<file path="src/rtl/pll_lock_sequencer.sv">
// pll_lock_sequencer
//
// Brings up the on-chip PLL and owns the reset of every domain clocked from
// it. Runs on the PLL reference clock, which is alive before the PLL output.
// Sequence: pulse the PLL reset, wait for lock (with timeout and retry),
// require lock to hold for a stable window, then release the system reset and
// keep watching lock for the rest of operation.
//
// Optional feature macro: PLL_SEQ_AUTO_RECOVER_EN
//   defined   : a lock loss in RUN restarts the full sequence from PLL_RST.
//   undefined : a lock loss in RUN parks in FAULT until reset is asserted.
//
// Ports
//   clk             in   PLL reference clock
//   reset           in   asynchronous, active-high
//   pll_lock        in   PLL LOCK output, asynchronous to clk
//   pll_reset       out  PLL RESET input, active-high (high only in PLL_RST)
//   sys_reset       out  active-high reset for PLL-clocked logic (low only in RUN)
//   ready           out  locked and stable; always the inverse of sys_reset
//   lock_loss_count out  lock drops seen in RUN, saturating at 255
//   timeout_err     out  sticky flag, set by any lock timeout
//
// Handshakes: none. pll_lock is a level that is sampled through a two-flop
// synchronizer; every output is a registered level.
module pll_lock_sequencer #(
    parameter int PLL_RST_CYCLES      = 16,
    parameter int LOCK_TIMEOUT_CYCLES = 4096,
    parameter int LOCK_STABLE_CYCLES  = 256
) (
    input  logic       clk,
    input  logic       reset,
    input  logic       pll_lock,
    output logic       pll_reset,
    output logic       sys_reset,
    output logic       ready,
    output logic [7:0] lock_loss_count,
    output logic       timeout_err
);

    localparam int MAX_A = (PLL_RST_CYCLES > LOCK_TIMEOUT_CYCLES) ? PLL_RST_CYCLES
                                                                  : LOCK_TIMEOUT_CYCLES;
    localparam int MAX_CYCLES = (MAX_A > LOCK_STABLE_CYCLES) ? MAX_A : LOCK_STABLE_CYCLES;
    localparam int CNT_W = $clog2(MAX_CYCLES);

    localparam logic [CNT_W-1:0] RST_LAST     = CNT_W'(PLL_RST_CYCLES - 1);
    localparam logic [CNT_W-1:0] TIMEOUT_LAST = CNT_W'(LOCK_TIMEOUT_CYCLES - 1);
    localparam logic [CNT_W-1:0] STABLE_LAST  = CNT_W'(LOCK_STABLE_CYCLES - 1);

    typedef enum logic [2:0] {
        ST_PLL_RST   = 3'd0,
        ST_WAIT_LOCK = 3'd1,
        ST_STABLE    = 3'd2,
        ST_RUN       = 3'd3,
        ST_FAULT     = 3'd4
    } state_t;

    state_t           state;
    state_t           state_nxt;
    logic [CNT_W-1:0] cnt;
    logic             sync_q;
    logic             lock_s;
    logic             set_terr;
    logic             inc_loss;
    logic             counting;

    // Next-state decision. The lock test is ahead of the counter test in
    // STABLE, so a drop on the final stable cycle goes back to WAIT_LOCK.
    always_comb begin
        state_nxt = state;
        set_terr  = 1'b0;
        inc_loss  = 1'b0;
        case (state)
            ST_PLL_RST: begin
                if (cnt == RST_LAST) state_nxt = ST_WAIT_LOCK;
            end
            ST_WAIT_LOCK: begin
                if (lock_s) begin
                    state_nxt = ST_STABLE;
                end else if (cnt == TIMEOUT_LAST) begin
                    set_terr  = 1'b1;
                    state_nxt = ST_PLL_RST;
                end
            end
            ST_STABLE: begin
                if (!lock_s)                   state_nxt = ST_WAIT_LOCK;
                else if (cnt == STABLE_LAST)   state_nxt = ST_RUN;
            end
            ST_RUN: begin
                if (!lock_s) begin
                    inc_loss = 1'b1;
`ifdef PLL_SEQ_AUTO_RECOVER_EN
                    state_nxt = ST_PLL_RST;
`else
                    state_nxt = ST_FAULT;
`endif
                end
            end
            ST_FAULT: begin
                state_nxt = ST_FAULT;
            end
            default: begin
                // Unreachable encodings restart the sequence from the top.
                state_nxt = ST_PLL_RST;
            end
        endcase
    end

    // Only the three timed states advance the shared counter.
    assign counting = (state == ST_PLL_RST) || (state == ST_WAIT_LOCK) ||
                      (state == ST_STABLE);

    always_ff @(posedge clk or posedge reset) begin
        if (reset) begin
            sync_q          <= 1'b0;
            lock_s          <= 1'b0;
            state           <= ST_PLL_RST;
            cnt             <= '0;
            pll_reset       <= 1'b1;
            sys_reset       <= 1'b1;
            ready           <= 1'b0;
            lock_loss_count <= 8'd0;
            timeout_err     <= 1'b0;
        end else begin
            sync_q <= pll_lock;
            lock_s <= sync_q;
            state  <= state_nxt;

            // Counter restarts from 0 on every state entry.
            if (state_nxt != state) cnt <= '0;
            else if (counting)      cnt <= cnt + CNT_W'(1);

            // Outputs follow the state being entered so they change on the
            // same edge as the state itself.
            pll_reset <= (state_nxt == ST_PLL_RST);
            sys_reset <= (state_nxt != ST_RUN);
            ready     <= (state_nxt == ST_RUN);

            if (set_terr) timeout_err <= 1'b1;
            if (inc_loss && (lock_loss_count != 8'hFF))
                lock_loss_count <= lock_loss_count + 8'd1;
        end
    end

endmodule

</file>
<file path="config.mk">
export PLATFORM = sky130hd
export DESIGN_NAME = pll_lock_sequencer
export DESIGN_NICKNAME = d
export VERILOG_FILES = /design/src/rtl/pll_lock_sequencer.sv
export SDC_FILE = /design/constraint.sdc
export NUM_CORES = 1
export LEC_CHECK = 0
export ABC_AREA = 1
export BUFFER_PORTS_ARGS = -buffer_cell sky130_fd_sc_hd__clkbuf_2
export CAP_MARGIN = 20
export CORE_MARGIN = 2
export CORE_UTILIZATION = 30
export CTS_BUF_LIST = sky130_fd_sc_hd__clkbuf_8
export CTS_CLUSTER_DIAMETER = 100
export DETAILED_ROUTE_END_ITERATION = 10
export PLACE_DENSITY_LB_ADDON = 0.05
export SETUP_SLACK_MARGIN = 0.3
export SYNTH_ARGS = -nofsm -noshare
export SYNTH_HDL_FRONTEND = slang
export SYNTH_SLANG_ARGS = --single-unit
</file>
<file path="constraint.sdc">
create_clock -name clk -period 3.1 [get_ports clk]
set_clock_uncertainty 0.05 [all_clocks]
set_input_delay 0 -clock clk [delete_from_list [all_inputs] [get_ports clk]]
set_output_delay 0 -clock clk [all_outputs]
set_load 0.01 [all_outputs]
</file>
# ---- Word level (Yosys, flattened, before mapping)
# Cells that the tools add are included.
dict set report classes {
  addsub 2
  eq_ne 11
  mux 14
  n_reduce_logical 6
}
# operator count
set op_table {}
lappend op_table {{12-bit 2-to-1 mux} 2}
lappend op_table {{3-bit 2-to-1 mux} 6}
lappend op_table {{3-bit one-hot mux with 5 select lines} 1}
lappend op_table {{12-bit by 1-bit adder with 12-bit output (second input constant)} 1}
lappend op_table {{12-bit == test (second input constant)} 1}
lappend op_table {{12-bit by 4-bit == test with 1-bit output (second input constant)} 1}
lappend op_table {{12-bit by 8-bit == test with 1-bit output (second input constant)} 1}
lappend op_table {{3-bit by 2-bit == test with 1-bit output (second input constant)} 3}
lappend op_table {{8-bit by 1-bit adder with 8-bit output (second input constant)} 1}
lappend op_table {{8-bit != test (second input constant)} 1}
lappend op_table {{3-bit zero test} 2}
lappend op_table {{1-bit 2-to-1 mux} 5}
lappend op_table {{3-bit by 1-bit == test with 1-bit output (second input constant)} 1}
lappend op_table {{3-bit == test (second input constant)} 1}
lappend op_table {{3-bit by 2-bit != test with 1-bit output (second input constant)} 1}
lappend op_table {{3-bit != test} 1}
lappend op_table {{1-bit logical OR} 2}
lappend op_table {{2-bit nonzero test} 1}
lappend op_table {{1-bit logical AND} 1}
dict set report totals {
  ff_bits 29
  input_bits 3
  output_inout_bits 12
  word_cells 42
}

# ---- Longest topological paths before layout
# Gate-level depths: netlist (run 1).
dict set report depth {
  depth_word 6
  ltp_mapped 13
  ltp_nobuf 12
}

# ---- Worst setup path after synthesis (run 1)
# Ideal clock, no wire load.
dict set report synth_timing {
  path_type {register to register}
  start {reg cnt[0]}
  end {reg cnt[4]}
  setup_time_ps 121
  arrival_time_ps 1443
  required_time_ps 2929
  setup_slack_ps 1487
  path_stages_with_launch 13
  n_path_buf 1
  period_less_slack_ps 1613
  cell_sequence {dfrtp_1 -> ha_1 -> nand3_1 -> nor2_2 -> nand2_1 -> nand2_2 -> nor2_4 -> nand2_4 -> nand2_2 -> nand2_1 -> nand2_2 -> buf_6 -> nor2_2}
}
dict set report synth_between {
  elab_chain_len 6
  elab_cells_between_ends 14
  cone_classes {add/sub: 1; eq/ne: 4; mux: 8; reduce/logical: 1}
}
# element line
set synth_lines {}
lappend synth_lines {{start: declaration} 59} ;# logic [CNT_W-1:0] cnt;
lappend synth_lines {{start signal: assignment} 130} ;# else if (counting) cnt <= cnt + CNT_W'(1);
lappend synth_lines {{12-bit by 8-bit == test with 1-bit output or 12-bit == test (tied branches)} {86, 79}}
lappend synth_lines {{3-bit 2-to-1 mux (on tied branches)} {86, 79}}
lappend synth_lines {{3-bit 2-to-1 mux (on tied branches)} {85, 77}}
lappend synth_lines {{3-bit one-hot mux with 5 select lines (*)} 72} ;# case (state)
lappend synth_lines {{via state_nxt[0]} 58} ;# state_t state_nxt;
lappend synth_lines {{3-bit != test (*)} 129} ;# if (state_nxt != state) cnt <= '0;
lappend synth_lines {{12-bit 2-to-1 mux or 2-bit nonzero test (tied branches)} n/a}
# Mark *: on every way through the listed nets, which the timed path passes. The rest lies on a longest branch. The select of a mux whose other input is x is not followed.
# A chain may end at the register's enable or synchronous reset.

# ---- Worst setup path in the final report (run 1)
dict set report layout_timing {
  start {reg cnt[0]}
  end {reg cnt[9]}
}
# Same word-level chain as after synthesis.

==> impl_summary.md, run 1 <==
GRT
For this run, the total global-route usage over all layers was measured as 0.119. The number of antenna violations at the first check in global routing came to 0. The pin count of the biggest net entering global routing is 20. The first global-routing pass estimated roughly 5000 um of wire. The number of global-route vias before repair was 1121. The total overflow left after global routing is 0.

Place
The final estimated routing congestion in global placement is 0.765. The total placed instance area is 1710 um^2. During placement, the flow inserted port buffers numbering 14. Detailed placement finished with a half-perimeter wire length of 2210 um. The number of placed instances, taps included, is 261.

Synth
During synthesis, Yosys emitted a total of 0 warnings. After synthesis, the cell types taking the most area are dfrtp_1 (44%), nand2_1 (8.1%), inv_1 (5.9%). The average footprint of a synthesized cell is 8.71 um^2.

The share of synthesized area in the top cell type comes to 0.441. The cell type contributing the most total cell area after synthesis is dfrtp_1. For this run, the register share of the synthesized area comes to 0.475. The number of distinct standard cells referenced by the synthesized netlist is 26. After synthesis the netlist holds a flip-flop and latch count of 29. Counting every net in the synthesized netlist gives roughly 180. The cell area after synthesis is 1530 um^2. The count of mapped cells out of synthesis is 176.

Clocking
Buffers added to address setup during post-CTS repair amount to 0. Gates resized during post-CTS repair numbered 0. TritonCTS built the clock tree. The count of clock tree sinks is 29.

The TritonCTS buffer count is 5. The clock transition at the registers of the reported paths is roughly 0.07 ns. The number of buffers on the longest clock path is 2. The H-tree depth is 2. The buffer cell driving the clock tree root is clkbuf_8.

The clock insertion delay at the later pin of the skew report is 0.28 ns.

Power and ir drop
The areal power density over the cells is between 600 and 700 nW/um^2. The maximum resistive drop on vdd is 0.254 mV. Total power for the finished layout comes to 1140 uW.

The share of total power in the clock network is 0.299. The internal power contribution is 758 uW. The fraction of power consumed by sequential logic is 0.432. The static leakage is 0.000923 uW. The switching power summed over all nets is 385 uW. The fraction of power spent switching nets is 0.337. Of the total power, combinational logic draws 0.269.

Drt
The number of antenna-violating nets in the routed design is 0. The pre-antenna-repair detailed-routing pass consisted of 4 iterations. After detailed routing, the average wire length per cell comes to approximately 11 um. After detailed routing, the total wire length is 2920 um. After detailed routing, the number of remaining DRC violations is 0. The detailed router's first-iteration violation count is 35.

Detailed routing placed a total of 95 um of wire on met3. The detail-routed via count per cell is around 4.2. In this run the top signal layer used is met4.

The amount of wire on met2 after detailed routing is 1370 um. The routed layout has 1143 vias. The detailed router put a total of 1400 um of wire on met1.

Run status
The flow ran to the end, and the final reports show no timing, DRC or antenna violations.

Critical path
In this run the critical register-to-register path is captured at cnt[9]. For the worst setup path, the data required time is 3.20 ns. The endpoint class of the critical path is a register. The startpoint of the worst register-to-register path is cnt[0]. Measured in cells, the most critical reg-to-reg path has a length of 11. The type of the setup path with the least slack is reg -> reg. Of all nets on the critical path, the largest fanout is 12. Data arrives at the worst endpoint at between 1.5 and 2 ns. The setup check on the worst reg-to-reg path leaves a slack of ~1.3 ns. The worst setup path is launched from a register.

Final layout
At the end of the flow, the number of nets in the layout was 205. The repair_antennas step left the layout with diodes totalling 0. Of the cells placed in the final design, the portion with a size suffix greater than 1 is 0.299. In the layout the commonest cells are nand2_1 (33), dfrtp_1 (27), inv_1 (24), nor2_2 (14), clkbuf_2 (14). The number of filler cells placed in the layout is 559. The relative area change from synthesis to final layout is 19.8%. The library cell used most frequently in the layout, excluding fill and tap cells, is nand2_1. The final design instance area without fill is 1840 um^2.

The finished layout holds 271 standard cells, fillers aside.

Timing
The setup TNS after final layout is 0 ns. Static timing analysis puts the maximum clock frequency at 555 MHz. The worst pin sits at a relative slew slack of 0.675. The number of setup violations in the final report is 0.

The share of the clock period used by the worst path after layout is 0.581. Setup repair after global routing left no endpoint under its margin. The final-report max-slew violation count is 0. The time the final worst path needs with I/O delays and setup is 1.80 ns. The transition time of the tightest slew-check pin is 0.487 ns. The final number of hold-violating endpoints was 0.

Die
In this run the count of I/O pins placed on the die edge is 15. From bottom edge to top edge, the die measures about 75 um. The width of the chip is 75.5 um. The initialized floorplan defines 26 standard-cell rows. The initial utilization of the core area, before any placement, comes to 0.306. The die covers 5700 um^2. The core area is around 5000 um^2.

Run
The max-capacitance violation count is 0.

Worst hold path
The worst hold path belongs to the class in -> async.
-- worst max-delay path: stages, from the launching register on --
cell and delay, ns:
dfrtp_1 0.40, ha_1 0.23, nand3_1 0.13, nor2_2 0.06, nand2_1 0.08, nand2_2 0.06
nor2_4 0.13, nand2_4 0.07, nand2_2 0.05, nand2_1 0.06, nand2_2 0.27, nor2_1 0.07
-- cells by family (layout without fill, tap and decap cells) --
kind of cell	Yosys count	in the layout	share of synthesized area
AOI/OAI and AO/OA	10	10	0.0375
xor gates and xnor gates	13	13	0.0743
adders and majority gates	2	2	0.0163
buffers and inverters	28	53	0.0735
DFF	29	29	0.475
muxes	1	1	0.00653
and+or+nand+nor	93	93	0.317
-- power groups by stage --
stage	Combinational (uW)	Sequential (uW)	Clock, uW
after floorplan	250	497	0
after global placement	303	500	0
after detailed placement	313	500	0
after CTS	316	494	359
after global routing	346	503	372
final	307	494	342
-- flip-flops by register name, indices dropped and copies added, names as in the netlist --
signal,count
cnt,12
lock_loss_count,8
state,3
lock_s,1
pll_reset,1
ready,1
sync_q,1
sys_reset,1
timeout_err,1
-- metrics by stage --
stage / hold slack [ns] / worst slack [ns] / utilization
floorplan: -0.0186 / 1.49 / -
global placement: 0.0613 / 1.31 / 0.337
detailed placement: -0.0117 / 1.28 / 0.342
CTS: 0.223 / 1.25 / 0.366
global route: 0.272 / 1.08 / 0.366
finish: 0.221 / 1.30 / 0.366
-- timing repair --
| item | 4_1_cts | 5_1_grt |
|---|---|---|
| setup endpoints to repair | 0 | 0 |
| hold endpoints to repair | 10 | 0 |
| hold buffers | 2 | 0 |
-- area by class of cell --
class	count	area (um^2)	share of cell area
well taps	70	87.6	0.0477
clock inverters	1	5.00	0.00273
inverters	27	101	0.0552
clock buffers	7	96.3	0.0525
repair buffers	18	125	0.0682
multi-input cells	119	692	0.377
flip-flops and latches	29	728	0.397
-- cells in the mapped netlist --
cell and n:
nor2_1 12, nand2_1 33, xnor2_1 3, inv_1 24, buf_6 1, mux2i_1 1
o21ai_1 3, nand3_1 11, nor4_1 1, nor4_2 1, nor2_4 3, dfrtp_1 27
nand2_2 10, nand2_4 1, nor3_1 3, dfstp_2 2, nor3_2 1, nor2_2 14
o21ai_0 4, nand3_2 1, ha_1 2, inv_2 3, o211ai_1 2, nand4_1 2
a21o_1 1, xor2_1 10
-- per-layer routing --
metal	track usage	vias to the layer above
li1	-	590
met1	0.145	534
met2	0.189	13
met3	0.0397	6
met4	0.0585	0
met5	0	-
-- how the worst max path moves through the flow --
| stage | startpoint | endpoint | cells after the start |
|---|---|---|---|
| after global routing | cnt[1] | cnt[9] | 12 |
| after CTS | cnt[0] | cnt[9] | 11 |
| after detailed placement | cnt[0] | cnt[9] | 11 |
| after global placement | cnt[0] | cnt[10] | 11 |
| final | cnt[0] | cnt[9] | 11 |
| after floorplan | cnt[0] | cnt[4] | 12 |
Power figures use the tool's default switching activity.
==> inputs of run 2 (changes only) <==
- ABC_AREA: 1 -> 0
- clock period: 3.1 -> 1.85 ns (I/O delays scaled with it)
==> run 2 against run 1 <==
Total power up 140%. First-iteration DRC count rose by 14%. Wire length grew 11%. Non-clock buffer count is 21 higher. Combinational power increased to 3.8 times the previous value. Area after synthesis down 5.0%. Synthesized cell count down 23%. Count of clock-buffer cells in the layout fell by 1. Largest power group is now combinational logic.
==> impl_summary.md, run 2 <==
GRT
The layer with the highest usage is met2. The global-route congestion overflow total was 0 (unchanged). The pin count of the biggest net entering global routing is 30 (+50%). The total global-route track usage is 0.128 (+0.00845). The wire length of the first global-routing pass is 5130 um (+3.6%).

The global-route met3 utilization is 0.0521 (+0.0124). The number of global-route vias before repair is 1099 (-2.0%). The met1 global-route usage came to 0.168 (+0.0226). The number of antenna violations at the first check in global routing is 0 (unchanged).

The global routing met2 resource utilization is 0.186 (-0.00386).

Critical path
The length in cells of the worst reg-to-reg path came to 7 (-4). The most critical setup path has its endpoint at cnt[5]. The cell at the slowest stage of the critical path is dfrtp_1.

The critical path data arrival time is 1.89 ns (about the same). The source of the critical timing path is cnt[7]. The endpoint class of the critical path is a register. Traced cell by cell, the critical path runs through buf_6 > and4_4 > a22oi_2 > o32a_4 > mux2i_4 > clkbuf_16 > nor3_2. In this run the critical register-to-register path is launched from cnt[7].

The worst register-to-register path ends at cnt[5]. The worst setup path is of the reg -> reg kind. The worst setup path is launched from a register.

The biggest cell delay along the critical path is 0.40 ns (about the same). The largest fanout on the critical path came to 4 (-8). The critical path required time is 1.95 ns (-1.25 ns). The worst setup slack for register-to-register paths is 0.06 ns (-1.24 ns).

Timing
Setup repair after global routing could not meet its margin everywhere. The worst-case headroom to the max-slew limit is 0.621 (-0.0537). The time the final worst path needs with I/O delays and setup was 1.79 ns (-0.0129 ns). The transition time of the tightest slew-check pin is 0.567 ns (+0.0798 ns). The final number of hold-violating endpoints came to 0 (unchanged). The final-report max-slew violation count is 0 (unchanged). The maximum frequency from static timing analysis is 559 MHz (+0.72%). The share of the clock period used by the worst path after layout is 0.967 (+0.386). The number of setup violations in the final report is 0 (unchanged).

Synth
Ranked by total cell area, the synthesized netlist is headed by dfrtp_1 (46%), xnor2_1 (7.2%), nor3_1 (4.8%). The count of yosys warnings during synthesis was 0 (unchanged). The average footprint of a synthesized cell was 10.8 um^2 (+24%). The number of nets produced by synthesis was 140 (-23%). The biggest area contributor in the post-synthesis netlist is dfrtp_1. The count of mapped cells out of synthesis was 135 (-23%). The number of distinct standard cells referenced by the synthesized netlist is 37 (+42%). The fraction of registers with async set/reset is 1.00 (unchanged). The share of Yosys cell area claimed by the top area cell type came to 0.464 (+0.0231). The number of flip-flops and latches in the synthesized netlist is 29 (unchanged). The fraction of the yosys area taken by sequential cells is 0.500 (+0.0249). The most instantiated flip-flop cell in the synthesis netlist is dfrtp_1. The cell area after synthesis is 1460 um^2 (-5.0%). The commonest cells after synthesis are dfrtp_1 (27), nor3_1 (14), nor2_1 (12), xnor2_1 (12), nand3_1 (10). The number of enable flip-flop cells after synthesis is 0 (unchanged). In the post-synthesis netlist, the cell with the most instances is dfrtp_1.

Drt
The wire length per cell after detailed routing was 13.9 um (+29%). The first-pass iteration count of the detailed router is 4 (unchanged). The total detailed-routing wirelength is 3230 um (+11%).

The remaining design rule violation count is 0 (unchanged). The number of vias after detailed routing is 1143 (unchanged). The detail-routed via count per cell came to 4.93 (+17%). The detailed router's first-iteration violation count is 40 (+14%). The number of antenna-violating nets in the routed design is 0 (unchanged).

Final layout
The total area of sequential cells is 733 um^2 (+0.69%). The final core area utilization is 0.446 (+0.0792). The number of antenna cells inserted came to 0 (unchanged).

The number of filler cells placed in the layout is 449 (-20%). The final design instance area without fill is 2090 um^2 (+14%). The flip-flop count of the largest register after layout was 12 (unchanged).

Leaving out fill and tap cells, the most frequent cell in the layout is dfrtp_1. cnt holds more flip-flops than any other register. In the final layout, the registers with the most flip-flops are cnt: 12 flops, lock_loss_count: 8 flops, state: 3 flops.

The share of cells above drive strength 1 was 0.466 (+0.168). The total number of nets in the final design is 182 (-11%). The area growth from synthesis to layout is 43.6%.

In the layout the commonest cells are dfrtp_1 (23), buf_4 (17), clkbuf_2 (14), xnor2_1 (12), nor2_1 (9). The area of combinational cells with multiple inputs was 840 um^2 (+21%).

Clocking
The clock transition at the registers of the reported paths is 0.07 ns (about the same). The clock insertion delay at the later pin of the skew report is 0.28 ns (about the same). The buffer cell driving the clock tree root is clkbuf_8. The H-tree depth was 2 (unchanged). The number of buffers on the longest clock path is 2 (unchanged).

The count of clock tree sinks was 29 (unchanged). The TritonCTS buffer count is 5 (unchanged). TritonCTS built the clock tree.

Power and ir drop
The fraction of power consumed by sequential logic is 0.317 (-0.115). The fraction of power spent switching nets is 0.348 (+0.0108). The share of total power in the clock network is 0.247 (-0.052). The maximum resistive drop on vdd was 0.572 mV (+130%).

The power share of the combinational group came to 0.436 (+0.167). The static leakage is 0.000904 uW (-2.0%). The internal power contribution came to 1750 uW (+130%).

The switching power summed over all nets is 935 uW (+140%). The areal power density over the cells is 1290 nW/um^2 (+110%).

Die
The site row count is 25 (-3.8%). The die height is 73.7 um (-2.4%). The area enclosed by the die boundary is 5430 um^2 (-4.7%). The core area is 4690 um^2 (-6.3%). The top-level port count came to 15 (unchanged). The width of the chip is 73.7 um (-2.4%).

The initial standard-cell utilization of the core is 0.310 (+0.00446).

Place
The estimated wirelength of the detail-placed design is 2100 um (-4.7%). The number of buffer cells added on primary ports is 14 (unchanged). The final estimated routing congestion in global placement is 0.791 (+3.4%). The total placed instance area was 1640 um^2 (-4.2%).

Run status
The run finished with clean final reports.

Run
The max-capacitance violation count came to 0 (unchanged).

Worst hold path
The worst min-delay path category is in -> async.
run 2: cell types whose count changed after synthesis, moves of 3 or more:
cell     before  now
nand4_1       2    5
inv_1        24    7
nand2_1      33    6
nor2_4        3    0
o21ai_1       3    0
nor2_2       14    0
nor3_1        3   14
a21oi_1       0    3
inv_2         3    0
xnor2_1       3   12
xor2_1       10    6
nand2_2      10    0
run 2: metal layers:
layer  up-vias  routed length (um)
li1        564                   -
met1       555                1560
met2        16                1480
met3         8                 127
met4         0                  60
met5         -                   0
run 2: metrics by stage:
| stage | std cells | TNS [ns] | power [uW] | setup slack, ns | hold slack (ns) |
|---|---|---|---|---|---|
| 3_5_place_dp | 210 | 0 | 1610 | 0.0319 | 0.0345 |
| 6_report | 232 | 0 | 2690 | 0.0603 | 0.273 |
| 4_1_cts | 225 | 0 | 2490 | 0.0564 | 0.273 |
| 5_1_grt | 232 | -0.0609 | 2850 | -0.0167 | 0.311 |
| 3_3_place_gp | 210 | 0 | 1590 | 0.0755 | 0.0207 |
| 2_1_floorplan | 135 | 0 | 1400 | 0.250 | -0.0186 |
run 2: final cells by class:
cell class | count | share of cell area
Sequential cell | 29 | 0.351
Tap cell | 54 | 0.0323
Clock inverter | 2 | 0.0162
Timing Repair Buffer | 39 | 0.147
Clock buffer | 6 | 0.0395
Inverter | 7 | 0.0126
Multi-Input combinational cell | 95 | 0.402
run 2: logic make-up (layout without fill, tap and decap cells):
| logic type | count (synthesis) | after routing | synth area share |
|---|---|---|---|
| AOI/OAI and AO/OA | 15 | 15 | 0.0833 |
| xor gates and xnor gates | 18 | 18 | 0.108 |
| adders and majority gates | 2 | 2 | 0.0172 |
| buffers and inverters | 11 | 54 | 0.0412 |
| DFF | 29 | 29 | 0.500 |
| muxes | 3 | 3 | 0.0301 |
| and+or+nand+nor | 57 | 57 | 0.220 |
run 2: repair_timing:
item / CTS / global route
gates resized for setup: 18 / 23
gates cloned: 0 / 1
buffers inserted: 5 / 6
endpoints found under the hold margin: 28 / 0
hold buffers: 2 / 0
pin swaps: 4 / 13
setup endpoints to repair: 20 / 21
run 2: worst max-delay path, delay by kind of cell, from the launching register on:
family,cells,cell delay [ns]
and+or+nand+nor,2,0.23
AOI/OAI and AO/OA,2,0.35
DFF,1,0.40
muxes,1,0.29
buffers and inverters,2,0.33
run 2: worst min-delay path by stage:
stage / start / cells after the start / to / slack [ns]
after CTS: reset / 4 / cnt[10] / 0.27
after detailed placement: reset / 3 / cnt[1] / 0.03
final: reset / 4 / cnt[10] / 0.27
after global placement: reset / 3 / sync_q / 0.02
after global routing: sync_q / 0 / lock_s / 0.31
after floorplan: pll_lock / 0 / sync_q / -0.02
run 2: power by group through the flow:
stage / Combinational [uW] / Clock, uW / Sequential, uW
3_3_place_gp: 734 / 0 / 858
5_1_grt: 1260 / 721 / 869
2_1_floorplan: 571 / 0 / 833
4_1_cts: 952 / 689 / 853
6_report: 1170 / 665 / 854
3_5_place_dp: 744 / 0 / 866
==> inputs of run 3 (changes only) <==
- REMOVE_ABC_BUFFERS: default -> 1
==> run 3 against run 2 <==
Clock power rose by 0.6%. Wire length rose by 2.5%. Design area rose by 2.5%. Die area did not move. Total power fell by 1.7%. First-iteration DRC count did not move. Hold slack improved by 0.012 ns. Largest cell class unchanged. Count of clock-buffer cells in the layout did not move. Sequential power rose by 2%. Sequential cell count did not move. Combinational power fell by 5%. Non-clock buffer count rose by 8. Critical endpoint is now cnt[11].
==> impl_summary.md, run 3 (same netlist as run 2, synthesis figures left out) <==
Run status
The flow ran to the end, and the final reports show no timing, DRC or antenna violations.

Die
The top-level port count is 15 (unchanged). The site row count is 25 (unchanged). The core area is 4690 um^2 (unchanged). The width of the chip was 73.7 um (unchanged).

The area enclosed by the die boundary is 5430 um^2 (unchanged). The initial standard-cell utilization of the core is 0.310 (unchanged). The die height is 73.7 um (unchanged).

Drt
The detail-routed via count per cell is 4.85 (-1.5%). The number of vias after detailed routing was 1165 (+1.9%). The number of antenna-violating nets in the routed design was 0 (unchanged). The detailed router's first-iteration violation count is 40 (unchanged). The first-pass iteration count of the detailed router came to 4 (unchanged). The total detailed-routing wirelength is 3310 um (+2.5%). The wire length per cell after detailed routing is 13.8 um (-0.91%). The remaining design rule violation count is 0 (unchanged).

Worst hold path
The tightest min-delay check is of the in -> async type.

Place
The total placed instance area came to 1670 um^2 (+1.4%). The estimated wirelength of the detail-placed design is 2060 um (-2.0%). The number of buffer cells added on primary ports came to 14 (unchanged). The final estimated routing congestion in global placement is 0.831 (+5.1%).

Critical path
The length in cells of the worst reg-to-reg path is 6 (-1). The critical path ends at cnt[11]. The critical path required time is 1.99 ns (+0.04 ns). The type of the setup path with the least slack is reg -> reg. STA classifies the critical path startpoint as a register. The critical path data arrival time was 1.88 ns (about the same). The largest fanout on the critical path was 6 (+2). The end of the worst register-to-register path is cnt[11]. Tracing the worst setup path back leads to its startpoint at cnt[2]. The worst setup path is captured at a register. The worst setup slack for register-to-register paths is 0.11 ns (+0.05 ns). The startpoint of the worst register-to-register path is cnt[2].

Clocking
TritonCTS built the clock tree. The number of buffers on the longest clock path came to 2 (unchanged). The TritonCTS buffer count is 5 (unchanged).

The clock insertion delay at the later pin of the skew report is 0.28 ns (about the same). The count of clock tree sinks is 29 (unchanged). The H-tree depth is 2 (unchanged). The tree is rooted in a clkbuf_8. The clock transition at the registers of the reported paths was 0.07 ns (about the same).

Timing
The number of setup violations in the final report was 0 (unchanged). Setup repair after global routing could not meet its margin everywhere. The final number of hold-violating endpoints came to 0 (unchanged).

The time the final worst path needs with I/O delays and setup came to 1.74 ns (-0.0517 ns). The share of the clock period used by the worst path after layout is 0.939 (-0.0279). The final worst hold slack is 0.285 ns (+0.0116 ns). The final-report max-slew violation count is 0 (unchanged). The transition time of the tightest slew-check pin is 0.434 ns (-0.133 ns). The setup TNS after final layout came to 0 ns (unchanged). The maximum frequency from static timing analysis is 575 MHz (+3.0%). The worst-case headroom to the max-slew limit is 0.710 (+0.0891).

Final layout
The total number of nets in the final design was 190 (+4.4%). The final design instance area without fill is 2140 um^2 (+2.5%). The number of filler cells placed in the layout is 444 (-1.1%). The register with the most flip-flops in the final layout is cnt.

The number of antenna cells inserted came to 0 (unchanged). The flip-flop count of the largest register after layout is 12 (unchanged). The final core area utilization is 0.457 (+0.0109). The area growth from synthesis to layout is 47.1%. The share of cells above drive strength 1 came to 0.522 (+0.0552).

The top cell types in the final layout, fill and taps aside, are dfrtp_1 (20), buf_4 (20), clkbuf_2 (14), xnor2_1 (12). In the final layout, the registers with the most flip-flops are cnt: 12 flops, lock_loss_count: 8 flops, state: 3 flops.

Power and ir drop
The fraction of power spent switching nets was 0.339 (-0.00825). The power share of the combinational group is 0.418 (-0.018). The share of total power in the clock network is 0.253 (+0.006).

The fraction of power consumed by sequential logic is 0.329 (+0.012). The areal power density over the cells is 1230 nW/um^2 (-4.0%). The maximum resistive drop on vdd is 0.525 mV (-8.1%). The internal power contribution came to 1750 uW (-0.42%). The switching power summed over all nets is 898 uW (-4.0%). The static leakage was 0.000921 uW (+1.8%).

GRT
The number of global-route vias before repair is 1130 (+2.8%). The pin count of the biggest net entering global routing is 30 (unchanged). The number of antenna violations at the first check in global routing came to 0 (unchanged). The global-route congestion overflow total is 0 (unchanged).

The wire length of the first global-routing pass is 5440 um (+6.1%). The total global-route track usage came to 0.133 (+0.00570).

Run
The max-capacitance violation count is 0 (unchanged).
-- run 3: cell types whose count changed in the layout (fill, tap and decap cells not counted), sizes merged --
cell    before  now
buf         22   31
clkbuf      21   20
-- run 3: power by group through the flow --
stage	registers [uW]	logic [uW]	clock network [uW]
6_report	870	1110	669
5_1_grt	884	1200	724
4_1_cts	865	1000	695
3_5_place_dp	866	758	0
3_3_place_gp	864	750	0
2_1_floorplan	886	466	0
-- run 3: area by class of cell --
class / count / area, um^2 / area share
inverters: 7 / 26.3 / 0.0123
well taps: 54 / 67.6 / 0.0315
clock buffers: 6 / 82.6 / 0.0386
repair buffers: 47 / 364 / 0.170
clock inverters: 2 / 33.8 / 0.0158
flip-flops and latches: 29 / 737 / 0.344
multi-input cells: 95 / 831 / 0.388
-- run 3: timing repair --
item                                    in CTS  in global routing
pin swaps                                   17                 17
endpoints found under the hold margin       28                  0
buffers inserted                            12                  5
resized for setup                           30                 20
endpoints found under the setup margin      20                 22
hold buffers                                 2                  0
-- run 3: worst max-delay path, cell delays in order, from the launching register on --
cell	delay [ns]
dfrtp_2	0.42
and2_1	0.25
nand3_1	0.16
o32a_4	0.28
mux2i_4	0.20
buf_6	0.16
nor3_2	0.13
-- run 3: through the flow --
| stage | total power [uW] | setup WS (ns) | instances |
|---|---|---|---|
| 2_1_floorplan | 1350 | 0.154 | 131 |
| 3_3_place_gp | 1610 | 0.0588 | 213 |
| 3_5_place_dp | 1620 | 0.0493 | 213 |
| 4_1_cts | 2560 | 0.118 | 235 |
| 5_1_grt | 2810 | 0.0287 | 240 |
| 6_report | 2650 | 0.112 | 240 |
-- run 3: worst min path at each step --
stage	from	end	slack (ns)	cells past startpoint
after floorplan	pll_lock	sync_q	-0.02	0
after global placement	reset	cnt[9]	0.03	3
after detailed placement	reset	cnt[9]	0.03	3
after CTS	reset	cnt[3]	0.29	4
after global routing	sync_q	lock_s	0.32	0
final	reset	cnt[3]	0.28	4
-- run 3: metal layers --
layer	routed length, um	track usage
met1	1590	0.177
met2	1610	0.204
met3	75	0.0370
met4	38	0.0545
met5	0	0
